$ cat config.mk
export PLATFORM = sky130hd
export DESIGN_NAME = panel_input_conditioner
export DESIGN_NICKNAME = d
export VERILOG_FILES = /design/src/rtl/panel_pkg.sv /design/src/rtl/panel_debounce.sv /design/src/rtl/panel_input_conditioner.sv
export SDC_FILE = /design/constraint.sdc
export NUM_CORES = 1
export LEC_CHECK = 0
export CAP_MARGIN = 20
export CORE_MARGIN = 2
export CORE_UTILIZATION = 45
export DETAILED_ROUTE_END_ITERATION = 16
export GPL_TIMING_DRIVEN = 0
export MAX_ROUTING_LAYER = met4
export SETUP_SLACK_MARGIN = 0.3
export SYNTH_ARGS = -nofsm -noshare
export SYNTH_HDL_FRONTEND = slang
export SYNTH_SLANG_ARGS = --single-unit
$ cat constraint.sdc
create_clock -name clk -period 24.9 [get_ports clk]
set_input_delay 2.49 -clock clk [delete_from_list [all_inputs] [get_ports clk]]
set_output_delay 2.49 -clock clk [all_outputs]
set_load 0.02 [all_outputs]
$ cat src/rtl/panel_pkg.sv
// Shared port_o layout, widths and quadrature helpers for the front-panel input conditioner.
package panel_pkg;

  localparam int unsigned BTN_W     = 13;
  localparam int unsigned ENC_W     = 8;
  localparam int unsigned PORT_W    = 32;
  localparam int unsigned ENC_LINES = 4;
  localparam int unsigned BTN_LSB   = 0;
  localparam int unsigned ENC0_LSB  = 16;
  localparam int unsigned ENC1_LSB  = 24;

  typedef struct packed {
    logic a;
    logic b;
  } quad_t;

  typedef enum logic [1:0] {
    STEP_NONE,
    STEP_INC,
    STEP_DEC,
    STEP_ERR
  } quad_step_e;

  // Position of {A,B} along the forward cycle 00 -> 10 -> 11 -> 01.
  function automatic logic [1:0] quad_phase(input quad_t q);
    return {q.b, q.a ^ q.b};
  endfunction

  function automatic quad_step_e quad_step(input quad_t prev, input quad_t cur);
    logic [1:0] delta;
    delta = quad_phase(cur) - quad_phase(prev);
    case (delta)
      2'd1:    return STEP_INC;
      2'd2:    return STEP_ERR;
      2'd3:    return STEP_DEC;
      default: return STEP_NONE;
    endcase
  endfunction

endpackage

$ cat src/rtl/panel_debounce.sv
// One input line: 2-FF synchronizer followed by a CYCLES-long stability debouncer.
// accept_o_c flags the cycle whose clock edge will load a new stable value.
module panel_debounce #(
  parameter int unsigned CYCLES    = 4,
  parameter logic        RESET_VAL = 1'b1
) (
  input  logic clk,
  input  logic reset,
  input  logic raw_i,
  output logic stable_o,
  output logic accept_o_c
);

  localparam int unsigned CNT_W = (CYCLES > 1) ? $clog2(CYCLES) : 1;
  localparam logic [CNT_W-1:0] CNT_MAX = CNT_W'(CYCLES - 1);

  logic [1:0]       sync_q;
  logic             stable_q, stable_d;
  logic [CNT_W-1:0] cnt_q, cnt_d;

  always_ff @(posedge clk or posedge reset) begin
    if (reset) begin
      sync_q   <= {2{RESET_VAL}};
      stable_q <= RESET_VAL;
      cnt_q    <= '0;
    end else begin
      sync_q   <= {sync_q[0], raw_i};
      stable_q <= stable_d;
      cnt_q    <= cnt_d;
    end
  end

  // Any cycle that agrees with the stable value restarts the count.
  always_comb begin
    stable_d   = stable_q;
    cnt_d      = '0;
    accept_o_c = 1'b0;
    if (sync_q[1] != stable_q) begin
      if (cnt_q == CNT_MAX) begin
        stable_d   = sync_q[1];
        accept_o_c = 1'b1;
      end else begin
        cnt_d = cnt_q + CNT_W'(1);
      end
    end
  end

  assign stable_o = stable_q;

endmodule

$ cat src/rtl/panel_input_conditioner.sv
// Front-panel conditioner: debounced buttons plus two quadrature counters packed into port_o.
// Define PANEL_ENC_FILTER_EN to debounce encoder A/B lines with ENC_FILTER_CYCLES before decode.
module panel_input_conditioner
  import panel_pkg::*;
#(
  parameter int unsigned DEBOUNCE_CYCLES   = 50000,
  parameter int unsigned ENC_FILTER_CYCLES = 16
) (
  input  logic              clk,
  input  logic              reset,
  input  logic [BTN_W-1:0]  btn_i,
  input  logic              enc0_a,
  input  logic              enc0_b,
  input  logic              enc1_a,
  input  logic              enc1_b,
  output logic [PORT_W-1:0] port_o,
  output logic              changed,
  output logic [1:0]        enc_err
);

  if (DEBOUNCE_CYCLES < 1) begin : g_bad_debounce
    $error("DEBOUNCE_CYCLES must be at least 1");
  end
  if (ENC_FILTER_CYCLES < 1) begin : g_bad_enc_filter
    $error("ENC_FILTER_CYCLES must be at least 1");
  end

  logic [BTN_W-1:0] btn_stable;
  logic [BTN_W-1:0] btn_accept_c;

  for (genvar g = 0; g < BTN_W; g++) begin : g_btn
    panel_debounce #(
      .CYCLES   (DEBOUNCE_CYCLES),
      .RESET_VAL(1'b1)
    ) u_db (
      .clk       (clk),
      .reset     (reset),
      .raw_i     (btn_i[g]),
      .stable_o  (btn_stable[g]),
      .accept_o_c(btn_accept_c[g])
    );
  end

  // Encoder lines: [0] enc0_a, [1] enc0_b, [2] enc1_a, [3] enc1_b.
  logic [ENC_LINES-1:0] enc_raw;
  logic [ENC_LINES-1:0] enc_line;

  assign enc_raw = {enc1_b, enc1_a, enc0_b, enc0_a};

`ifdef PANEL_ENC_FILTER_EN
  for (genvar g = 0; g < ENC_LINES; g++) begin : g_enc_filt
    panel_debounce #(
      .CYCLES   (ENC_FILTER_CYCLES),
      .RESET_VAL(1'b0)
    ) u_filt (
      .clk       (clk),
      .reset     (reset),
      .raw_i     (enc_raw[g]),
      .stable_o  (enc_line[g]),
      .accept_o_c()
    );
  end
`else
  logic [ENC_LINES-1:0] enc_meta_q, enc_sync_q;

  always_ff @(posedge clk or posedge reset) begin
    if (reset) begin
      enc_meta_q <= '0;
      enc_sync_q <= '0;
    end else begin
      enc_meta_q <= enc_raw;
      enc_sync_q <= enc_meta_q;
    end
  end

  assign enc_line = enc_sync_q;
`endif

  quad_t [1:0]            enc_cur;
  quad_t [1:0]            enc_prev_q, enc_prev_d;
  logic  [1:0][ENC_W-1:0] enc_cnt_q, enc_cnt_d;
  logic  [1:0]            enc_err_q, enc_err_d;
  logic  [1:0]            enc_upd_c;
  logic                   changed_q, changed_d;

  assign enc_cur[0] = quad_t'({enc_line[0], enc_line[1]});
  assign enc_cur[1] = quad_t'({enc_line[2], enc_line[3]});

  // A double-line jump has no direction: hold the count and latch the error.
  always_comb begin
    enc_prev_d = enc_cur;
    enc_cnt_d  = enc_cnt_q;
    enc_err_d  = enc_err_q;
    enc_upd_c  = '0;
    for (int e = 0; e < 2; e++) begin
      case (quad_step(enc_prev_q[e], enc_cur[e]))
        STEP_INC: begin
          enc_cnt_d[e] = enc_cnt_q[e] + ENC_W'(1);
          enc_upd_c[e] = 1'b1;
        end
        STEP_DEC: begin
          enc_cnt_d[e] = enc_cnt_q[e] - ENC_W'(1);
          enc_upd_c[e] = 1'b1;
        end
        STEP_ERR: enc_err_d[e] = 1'b1;
        default:  ;
      endcase
    end
  end

  // Every accept or count step alters port_o, so their OR marks a new word.
  assign changed_d = (|btn_accept_c) | (|enc_upd_c);

  always_ff @(posedge clk or posedge reset) begin
    if (reset) begin
      enc_prev_q <= '0;
      enc_cnt_q  <= '0;
      enc_err_q  <= '0;
      changed_q  <= 1'b0;
    end else begin
      enc_prev_q <= enc_prev_d;
      enc_cnt_q  <= enc_cnt_d;
      enc_err_q  <= enc_err_d;
      changed_q  <= changed_d;
    end
  end

  assign port_o[BTN_LSB +: BTN_W]            = btn_stable;
  assign port_o[ENC0_LSB-1 : BTN_LSB+BTN_W]  = '0;
  assign port_o[ENC0_LSB +: ENC_W]           = enc_cnt_q[0];
  assign port_o[ENC1_LSB +: ENC_W]           = enc_cnt_q[1];
  assign changed                             = changed_q;
  assign enc_err                             = enc_err_q;

endmodule

# After elaboration in Yosys (flattened, before gate mapping)
# Index checks and enable logic that the tools add are counted.
op_classes:
  n_addsub: 19
  n_mul: 0
  div: 0
  n_lt_le_gt_ge: 0
  n_eq_ne: 38
  shifts: 0
  muxes: 58
  bitwise: 5
  n_reduce_logical: 19
op_table:
  columns: ["operator", "count"]
  rows:
  - ["2-to-1 mux 16 bit", 26]
  - ["adder 16 x 1 -> 16 bit, second input constant", 13]
  - ["== test 16 bit, second input constant", 13]
  - ["one-hot mux 8 bit (2 select lines)", 2]
  - ["2-to-1 mux 1 bit", 28]
  - ["AND reduction 2 bit", 13]
  - ["adder 8 x 1 -> 8 bit, second input constant", 2]
  - ["== test 2 bit, second input constant", 8]
  - ["subtractor 8 x 1 -> 8 bit, second input constant", 2]
  - ["inequality test 1 bit", 13]
  - ["OR reduction 13 bit", 1]
  - ["one-hot mux 2 bit (3 select lines)", 2]
  - ["== test 2 x 1 -> 1 bit, second input constant", 4]
  - ["OR reduction 2 bit", 3]
  - ["nonzero test 2 bit", 2]
  - ["subtractor 2 bit", 2]
  - ["bitwise XOR 1 bit", 4]
  - ["OR 1 bit", 1]
word_totals:
  register_bits: 278
  latchBits: 0
  ram_bits: 0
  romBits: 0
  inputBits: 19
  out_inout_bits: 35
  wordCells: 189
  mem_count: 0

# Depth between registers and ports, before layout
logic_depth:
  ltp_word: 9
  ltp_mapped: 10
  mapped_depth_nobuf: 10

# Cells and area by module
# Synthesis repeated with hierarchy kept, for this count alone.
hier_totals:
  hier_cells: 1348
  hier_area_um2: 14900.5
modules_own_cells:
  columns: ["mod", "n_inst", "cells_per_inst", "area_each_um2"]
  rows:
  - ["panel_debounce", 13, 91, 1013.5]
  - ["panel_input_conditioner", 1, 165, 1725.4]

# Worst setup path after synthesis
# Ideal clock, no wire load.
synth_path:
  path_kind: "reg-to-output"
  startpoint: "register g_btn[0].u_db.stable_q"
  endpoint: "output port_o[0]"
  arrival_ps: 674
  required_time_ps: 22410
  slack_ps: 21736
  stages_incl_launch_ff: 2
  path_buffers: 1
  path_cell_list: "dfstp_2 buf_4"
synth_rtl:
  columns: ["element", "line", "text"]
  rows:
  - ["from (decl)", "panel_debounce.sv:18", "logic stable_q, stable_d;"]
  - ["from (signal assigned)", "panel_debounce.sv:28", "stable_q <= stable_d;"]
  - ["to (decl)", "panel_input_conditioner.sv:16", "output logic [PORT_W-1:0] port_o,"]
# No word-level cell between the ends.

# Worst setup path after layout
layout_path:
  startpoint: "register g_btn[9].u_db.stable_q"
  endpoint: "output port_o[9]"
layout_rtl:
  columns: ["element", "line"]
  rows:
  - ["from (decl)", "panel_debounce.sv:18"]
  - ["from (signal assigned)", "panel_debounce.sv:28"]
# No word-level cell between the ends.

==> flow_summary_export.csv <==
group,metric,value,unit
run_status,status,"completed",
synth,synth_mux_area_share,1.33,%
worst_setup_path,crit_type,"flip-flop to primary output",
synth,synth_xor_area_share,14.5,%
detailed_routing,firstDrtPassIters,5,
synth,synth_warnings,0,
clock_tree,cts.hold.buffers_added,0,
timing,maxSlewHeadroom,58.7,%
synth,ys_seq_area_share,55.0,%
worst_setup_path,cp_max_fo,3,
detailed_routing,wire_per_inst,13.0,um
global_route,grt_max_degree,128,
finish,regArea,0.00701,mm^2
timing,max_slew.worst_pin.slew,0.620,ns
placed_design,dp_hpwl,14700,um
synth,syn_area,0.0127,mm^2
placed_design,placedCellCount,1629,
worst_setup_path,worstPathRequired,22.41,ns
die,die_area,0.0296,mm^2
detailed_routing,vias_per_cell,5.01,
placed_design,gp_congestion,0.816,
die,io_pins,54,
clock_tree,htreeDepth,1,
timing,setup_viol_count_final,0,
synth,synth_compound_area_share,1.90,%
synth,synth_cell_types,46,
die,core,0.0278,mm^2
power_and_ir_drop,power.density,72.3,mW/mm^2
clock_tree,cts.repair.resized,0,
finish,layout.cells.non_filler,1687,
synth,ys_seq_elements,278,
synth,synth_top_family_by_area,"simple AND/OR/NAND/NOR gates",
finish,layout_commonest_cell,"dfrtp_1",
finish,drive_gt1_share,10.5,%
worst_setup_path,cp-start-kind,"flip-flop",
clock_tree,clockBufferDepth,3,
finish,nFillCells,2499,
global_route,grt_use_total,16.1,%
detailed_routing,num_vias,8456,
timing,slew_violations,0,
clock_tree,clkLatencyLatePin,0.55,ns
global_route,antenna_found_initial,0,
finish,antennaDiodeCount,0,
finish,multi_input_area,0.00541,mm^2
worst_hold_path,hold_start,"enc_meta_q[1]$_DFF_PP0_",
global_route,grt_pass1_wl,38800,um
placed_design,portBuffers,50,
clock_tree,clockRootBuffer,"clkbuf_16",
worst_hold_path,hold_path_class,"flip-flop to flip-flop",
die,rows,61,
synth,synth_cells,1197,
timing,finClkSkew,0.0123,ns
worst_setup_path,r2r_start,"enc_line[1]$_DFF_PP0_",
timing,setup_tns,0,ns
synth,syn_area_per_cell,10.6,um^2
timing,layout_min_cycle_time,4.29,ns
worst_setup_path,crit_start,"g_btn[9].u_db.stable_o$_DFFE_PP1P_",
worst_setup_path,slowest_delay,0.59,ns
timing,fmax,233,MHz
flow_run,cap_violations,0,
timing,post-route-period-util,17.2,%
clock_tree,cts.clk_slew.worst_paths,0.06,ns
power_and_ir_drop,ir_drop,0.0562,mV
timing,finalHoldViolCount,0,
die,fp.dieH,172,um
die,start_util,45.8,%
global_route,overflow,0,
clock_tree,cts.sinks,278,
detailed_routing,drtIter0Drc,366,
die,die_x,172,um
worst_setup_path,crit_arrival,1.80,ns
timing,grt_setup_unrepaired,"no",
finish,areaGrowthSynthToFinish,16.2,%
detailed_routing,drt-total-wl,21900,um
worst_setup_path,end_kind,"primary output",
synth,synth_fa_ha_area_share,1.67,%
worst_setup_path,slowest_stage,"clkdlybuf4s50_1",
power_and_ir_drop,p_leak,6.29,nW
clock_tree,cts_tree,"done",
finish,nets,1320,
synth,yosys.area_share.simple,23.0,%
finish,final_cell_mix,"239 x dfrtp_1, 219 x nor2_1, 106 x xor2_1",
clock_tree,cts_buffers,31,
clock_tree,postCtsSetupRepairBufs,0,
worst_setup_path,cp_cell_sequence,"buf_4 -> clkdlybuf4s50_1",
detailed_routing,post-route-drc-count,0,
global_route,grt_pass1_vias,8271,
detailed_routing,antenna_left,0,
[state kept, by name, indices dropped and copies added (netlist names)]
register             cells
enc_line                 4
g_btn.u_db.sync_q       26
port_o                  16
g_btn.u_db.stable_o     13
enc_meta_q               4
g_btn.u_db.cnt_q       208
enc_prev_q               4
changed                  1
enc_err                  2
[power breakdown]
group          leakage, nW  internal (mW)  total, mW  switching, mW
sequential            3.64          0.476      0.503         0.0275
clock                0.499          0.264      0.443          0.179
combinational         2.15         0.0571      0.123         0.0656
total                 6.29          0.797       1.07          0.272
[critical path, delay by kind of cell, from the launching register on]
family | cells | cell delay (ns)
flops | 1 | 0.55
buf+inv | 2 | 0.71
[synth_stat cells, drive strengths merged]
master,number,share of area [%]
dfrtp,239,47
nor2,219,6.5
xor2,106,7.3
xnor2,99,6.8
nand2,63,1.9
nand3,63,2.5
nand4,53,2.7
dfstp,39,8.1
and3,36,1.8
nor3,27,1.1
inv,25,0.74
and4,23,1.6
clkbuf,22,0.65
a21oi,19,0.78
buf,19,1.2
or3,19,0.93
ha,17,1.7
mux2,15,1.3
nor4bb,15,1.2
nor4,13,0.69
o21ai,13,0.51
nand2b,9,0.44
nor4b,9,0.62
or4,6,0.35
and2,4,0.20
o22ai,4,0.20
or2,4,0.20
and4b,3,0.27
a31oi,2,0.098
nor2b,2,0.098
o21bai,2,0.12
xnor3,2,0.35
conb,1,0.029
nand4bb,1,0.088
o211ai,1,0.059
o221ai,1,0.069
o41ai,1,0.069
or2b,1,0.059
[logic make-up after synthesis]
kind of cell | count (synthesis)
adders and majority gates | 17
buffers and inverters | 66
AOI/OAI and AO/OA | 43
other | 1
DFF | 278
muxes | 15
and+or+nand+nor | 570
xor gates and xnor gates | 207
[layer usage]
layer	global-route usage, %	routed length [um]
met1	22.2	10800
met2	25.1	10000
met3	2.49	694
met4	3.73	410
met5	-	0
[worst paths after layout]
kind,end,slack [ns],depth (start not counted)
worst max-delay path,port_o[9],20.61,2
worst min-delay path,enc_line[1]$_DFF_PP0_,0.35,0
worst max register to register,port_o[22]$_DFFE_PP0P_,22.36,9
worst min register to register,enc_line[1]$_DFF_PP0_,0.35,0
max in group asynchronous,g_btn[11].u_db.cnt_q[2]$_DFF_PP0_,21.59,3
min in group asynchronous,g_btn[0].u_db.cnt_q[4]$_DFF_PP0_,2.37,2
[per-stage QoR]
stage / hold slack, ns / utilization (%) / power, mW / instance area [um^2] / setup WS (ns)
finish: 0.351 / 53.2 / 1.07 / 14800 / 20.61
global placement: 0.335 / 49.3 / 0.634 / 13700 / 11.17
detailed placement: 0.336 / 49.6 / 0.637 / 13800 / 20.95
CTS: 0.350 / 53.2 / 1.09 / 14800 / 20.57
global route: 0.354 / 53.2 / 1.12 / 14800 / 20.54
floorplan: 0.331 / - / 0.583 / 12700 / 14.81
[layout make-up]
type	count	area share [%]
inverters	25	0.685
multi-input cells	855	36.6
flip-flops and latches	278	47.4
clock inverters	18	1.04
well taps	378	3.20
clock buffers	40	5.81
plain buffers	41	1.56
repair buffers	52	3.76
(Power assumes the default switching activity.)
